`config.mk`:
```
export PLATFORM = sky130hd
export DESIGN_NAME = bsg_downstream_in
export DESIGN_NICKNAME = d
export VERILOG_FILES = /design/src/rtl/bsg_link_pkg.sv /design/src/rtl/bsg_downstream_fifo.sv /design/src/rtl/bsg_downstream_in.sv
export SDC_FILE = /design/constraint.sdc
export NUM_CORES = 2
export LEC_CHECK = 0
export ABC_AREA = 1
export BUFFER_PORTS_ARGS = -buffer_cell sky130_fd_sc_hd__buf_2
export CELL_PAD_IN_SITES_DETAIL_PLACEMENT = 1
export CELL_PAD_IN_SITES_GLOBAL_PLACEMENT = 2
export CORE_MARGIN = 2
export CORE_UTILIZATION = 40
export CTS_CLUSTER_DIAMETER = 50
export DETAILED_ROUTE_END_ITERATION = 7
export GPL_TIMING_DRIVEN = 1
export PLACE_DENSITY_LB_ADDON = 0.2
export SKIP_CTS_REPAIR_TIMING = 1
export SLEW_MARGIN = 20
export SYNTH_ARGS = -nofsm -noshare
export SYNTH_HDL_FRONTEND = slang
export SYNTH_SLANG_ARGS = --single-unit
export TNS_END_PERCENT = 30
```
`constraint.sdc`:
```
create_clock -name clk -period 6.3 [get_ports clk]
set_input_delay 0.945 -clock clk [delete_from_list [all_inputs] [get_ports clk]]
set_output_delay 0.945 -clock clk [all_outputs]
set_load 0.01 [all_outputs]
```
`src/rtl/bsg_link_pkg.sv`:
```
// rtl/bsg_link_pkg.sv - shared link geometry and beat-step type
package bsg_link_pkg;

    localparam int CHANNEL_WIDTH  = 8;
    localparam int NUM_CHANNELS   = 2;
    localparam int BEATS_PER_WORD = 4;
    localparam int WORD_WIDTH     = 64;
    localparam int CREDIT_MAX     = 64;

    typedef logic [1:0] step_t;

    localparam step_t LAST_STEP = step_t'(BEATS_PER_WORD - 1);

endpackage

```
`src/rtl/bsg_downstream_fifo.sv`:
```
// rtl/bsg_downstream_fifo.sv - receive word buffer with occupancy count
module bsg_downstream_fifo #(
    parameter int DEPTH = 64,
    parameter int WIDTH = 64
) (
    input  logic                     clk,
    input  logic                     rst,
    input  logic                     enq_v,
    input  logic [WIDTH-1:0]         enq_data,
    input  logic                     deq_yumi,
    output logic                     deq_v,
    output logic [WIDTH-1:0]         deq_data,
    output logic [$clog2(DEPTH):0]   count
);

    localparam int AW = $clog2(DEPTH);
    localparam logic [AW:0] FULL_COUNT = (AW + 1)'(DEPTH);

    logic [WIDTH-1:0] mem [DEPTH];
    logic [AW-1:0]    wptr;
    logic [AW-1:0]    rptr;
    logic             enq;
    logic             deq;

    assign deq_v    = (count != '0);
    assign deq_data = mem[rptr];
    assign deq      = deq_yumi && deq_v;
    // A full buffer still accepts a word when the head leaves in the same cycle.
    assign enq      = enq_v && ((count != FULL_COUNT) || deq);

    always_ff @(posedge clk) begin
        if (enq) begin
            mem[wptr] <= enq_data;
        end
    end

    always_ff @(posedge clk) begin
        if (rst) begin
            wptr  <= '0;
            rptr  <= '0;
            count <= '0;
        end else begin
            if (enq) wptr <= wptr + 1'b1;
            if (deq) rptr <= rptr + 1'b1;
            case ({enq, deq})
                2'b10:   count <= count + 1'b1;
                2'b01:   count <= count - 1'b1;
                default: count <= count;
            endcase
        end
    end

endmodule

```
`src/rtl/bsg_downstream_in.sv`:
```
// rtl/bsg_downstream_in.sv - link beat assembler, credit return and receive buffer
module bsg_downstream_in
    import bsg_link_pkg::*;
#(
    parameter int DEPTH = CREDIT_MAX
) (
    input  logic                     clk,
    input  logic                     rst,
    input  logic                     io_valid_in,
    input  logic [CHANNEL_WIDTH-1:0] io_data_in_ch0,
    input  logic [CHANNEL_WIDTH-1:0] io_data_in_ch1,
    output logic                     io_token_out,
    output logic                     core_valid_out,
    output logic [WORD_WIDTH-1:0]    core_data_out,
    input  logic                     core_yumi_in,
    output logic                     overflow_o
);

    localparam int CW = $clog2(DEPTH) + 1;
    localparam logic [CW-1:0] FULL_COUNT = CW'(DEPTH);

    step_t                 step;
    logic [WORD_WIDTH-1:0] partial;
    logic [WORD_WIDTH-1:0] assembled;
    logic [5:0]            ch0_base;
    logic [5:0]            ch1_base;
    logic [CW-1:0]         count;
    logic                  word_done;
    logic                  deq;
    logic                  enq_ok;

    // Step bit 1 picks the 32-bit half, bit 0 the byte within each 16-bit lane.
    assign ch0_base = {step[1], 1'b0, step[0], 3'b000};
    assign ch1_base = {step[1], 1'b1, step[0], 3'b000};

    always_comb begin
        assembled = partial;
        assembled[ch0_base +: CHANNEL_WIDTH] = io_data_in_ch0;
        assembled[ch1_base +: CHANNEL_WIDTH] = io_data_in_ch1;
    end

    assign word_done = io_valid_in && (step == LAST_STEP);
    assign deq       = core_yumi_in && core_valid_out;
    assign enq_ok    = word_done && ((count != FULL_COUNT) || deq);

    always_ff @(posedge clk) begin
        if (rst) begin
            step         <= '0;
            partial      <= '0;
            overflow_o   <= 1'b0;
            io_token_out <= 1'b0;
        end else begin
            io_token_out <= deq;
            if (io_valid_in) begin
                step    <= step + 1'b1;
                partial <= assembled;
            end
            if (word_done && !enq_ok) begin
                overflow_o <= 1'b1;
            end
        end
    end

    bsg_downstream_fifo #(
        .DEPTH (DEPTH),
        .WIDTH (WORD_WIDTH)
    ) u_fifo (
        .clk      (clk),
        .rst      (rst),
        .enq_v    (enq_ok),
        .enq_data (assembled),
        .deq_yumi (core_yumi_in),
        .deq_v    (core_valid_out),
        .deq_data (core_data_out),
        .count    (count)
    );

endmodule

```
==> results.ini <==
[worst_setup_path]
r2r_slack_ns=1.59
end_kind=output pin
timing.rr.end=u_fifo.mem[29][22]
r2r_start=step[0]
required_ns=5.35
crit_fanout=158
critPathKind=reg -> out
cp.arrival_ns=4.71
worstSetupStartpointType=flip-flop
r2r_cells=6

[route]
wire_per_inst_um=31.5
drt_pass1_iterations=5
vias=117778
drc=0
ant_nets=0
drt-initial-drc-count=12758
wirelength_um=635000
viasPerCell=5.85

[pwr]
ir_drop_v=0.000270
cellPowerDensity_nw_per_um2=376
finalPower_mw=73.2
power_leakage_nw=68.8

[timing]
setup_viol=0
worstMarginPinSlew_ns=1.27
finalCritPeriodShare_pct=89.8
clock.fmax_mhz=177
slew-limit-headroom_pct=15.3
drv_slew=0
timing.final.crit_period_ns=5.66
tns_ns=0
hold_violations=0
rsz0062_at_grt=no
finClkSkew_ns=0.0315

[placed_design]
place_inst=19198
dpl-instance-area_um2=177000
gp_congestion=0.810
port_buffers=86
dpl.hpwl_um=328000

[clock_network]
htree_levels=6
cts_buffers=523
clkLatencyLatePin_ns=1.03
clock_path_buffers=4
cts_sinks=4189
cts_tree=done
cts_root_buffer=clkbuf_16
clk_pin_slew_worst_paths_ns=0.06

[floorplanning]
die_w_um=654
ioPinCount=87
dieArea_um2=428000
die_h_um=654
core_area_um2=420000
start_util_pct=40.2
row_count=238

[synthesis]
synth-seq-cells=4189
synth_top_area_cell=edfxtp_1
netlist_area_um2=169000
async_reset_ff_share_pct=0
synth_most_common_cell=nand2_1
synth_cell_type_count=31
synth_nets=14044
syn_avg_cell_area_um2=12.1
netlist_top_cells_count=nand2_1 (4525), edfxtp_1 (4096), nand3_1 (3866)
synth-seq-area-share_pct=73.9
synthTopCellsByArea=edfxtp_1 (73%), nand3_1 (11%), nand2_1 (10%), buf_2 (1.2%), dfxtp_1 (1.1%)
yosysWarnings=0
synthCells=14014
yosysTopAreaCellShare_pct=72.8
ys.flop_type=edfxtp_1
synth_edf_count=4096

[final_layout]
drive_above_1_share_pct=9.55
layout.cells.non_filler=20150
area_delta_synth_final_pct=15.0
nNetsFinal=14115
finalInstanceArea_um2=194000

[global_routing]
grt_overflow_total=0
grt_first_pass_wirelength_um=893000
antenna_found_initial=41
grt_max_degree=218
grt_usage_pct=29.1
grt_pass1_vias=119741

[hold_path]
hold_end=overflow_o
min_path_type=in -> reg
worstHoldStart=rst
holdPathStages=2

[flow_run]
cap_violations=0

[status]
status=complete, no violations

## cell type report
type / instances / area [um^2]
antenna: 18 / 45.0
timing repair buffer: 477 / 5020
clock buffer: 631 / 13900
clock inverter: 301 / 3300
sequential: 4189 / 125000
inverter: 168 / 691
tap: 5640 / 7060
fill: 43439 / 226000
multi-input combinational: 8726 / 39600
## worst max path at each step
stage / from / endpoint / slack [ns] / cells past startpoint
4_1_cts: flip-flop / core_data_out[61] / 0.66 / 12
3_3_place_gp: core_yumi_in / u_fifo.mem[59][39] / 1.64 / 6
3_5_place_dp: step[0] / u_fifo.mem[2][9] / 1.65 / 4
5_1_grt: flip-flop / core_data_out[14] / 0.47 / 12
2_1_floorplan: core_yumi_in / u_fifo.mem[63][0] / 0.02 / 4
6_report: flip-flop / core_data_out[61] / 0.64 / 12
## flip-flops by register name, indices dropped and copies added, names as in the netlist, named ones only
| register | flops |
|---|---|
| u_fifo.count | 7 |
| u_fifo.wptr | 6 |
| overflow_o | 1 |
| u_fifo.mem | 4096 |
| partial | 64 |
| io_token_out | 1 |
| step | 2 |
| u_fifo.rptr | 6 |
## layer usage
metal / share of wire [%] / up-vias / wire length (um) / GRT usage [%]
met5: 0.0063 / - / 40 / 0
met4: 3.8 / 6 / 24100 / 10.4
met3: 6.8 / 1066 / 42900 / 3.95
met2: 48 / 4507 / 304000 / 48.6
met1: 41 / 62071 / 263000 / 39.1
li1: - / 50128 / - / -
## layout by cell type, fill, tap and decap left out, drive strengths merged
master,count
a21boi,2
a21oi,85
a31oi,1
a41oi,1
buf,477
bufinv,54
clkbuf,631
clkinv,193
clkinvlp,13
dfxtp,93
diode,18
edfxtp,4096
ha,10
inv,209
nand2,4525
nand3,3866
nand4,9
nor2,92
nor3,3
o21a,1
o21ai,61
o22ai,48
o32ai,16
or2,1
xnor2,3
xor2,2
## worst max-delay path: stages (launching register included)
cell and delay [ns]:
dfxtp_4 0.43, inv_16 0.45, buf_12 0.36, buf_4 0.43, nand2_1 0.10, nand3_1 0.08, nand3_1 0.09, nand3_1 0.12
nand3_1 0.17, nand2_1 0.11, nand2_1 0.05, nand2_1 0.55, buf_2 0.26
## through the flow
stage	utilization [%]	worst slack, ns	hold WS (ns)
finish	46.2	0.643	0.198
CTS	46.2	0.663	0.135
global placement	42.1	1.64	0.452
floorplan	-	0.0234	0.445
detailed placement	42.1	1.65	0.460
global route	46.2	0.475	0.156
## power by group
| part | internal, mW | total [mW] | switching [mW] |
|---|---|---|---|
| logic | 3.15 | 12.2 | 9.05 |
| clock network | 18.0 | 30.1 | 12.1 |
| registers | 30.8 | 30.8 | 0.0656 |
## logic make-up (layout without fill, tap and decap cells)
logic type      count (synthesis)  in the layout  share of synthesized area (%)
flops                        4189           4189                           73.9
compound gates                215            215                          0.722
xor+xnor                        5              5                         0.0259
buf+inv                      1099           1577                           3.58
other cells                     0             18                              0
fa+ha+maj                      10             10                         0.0740
simple gates                 8496           8496                           21.7
No activity file was read; power rests on OpenSTA's default activity.
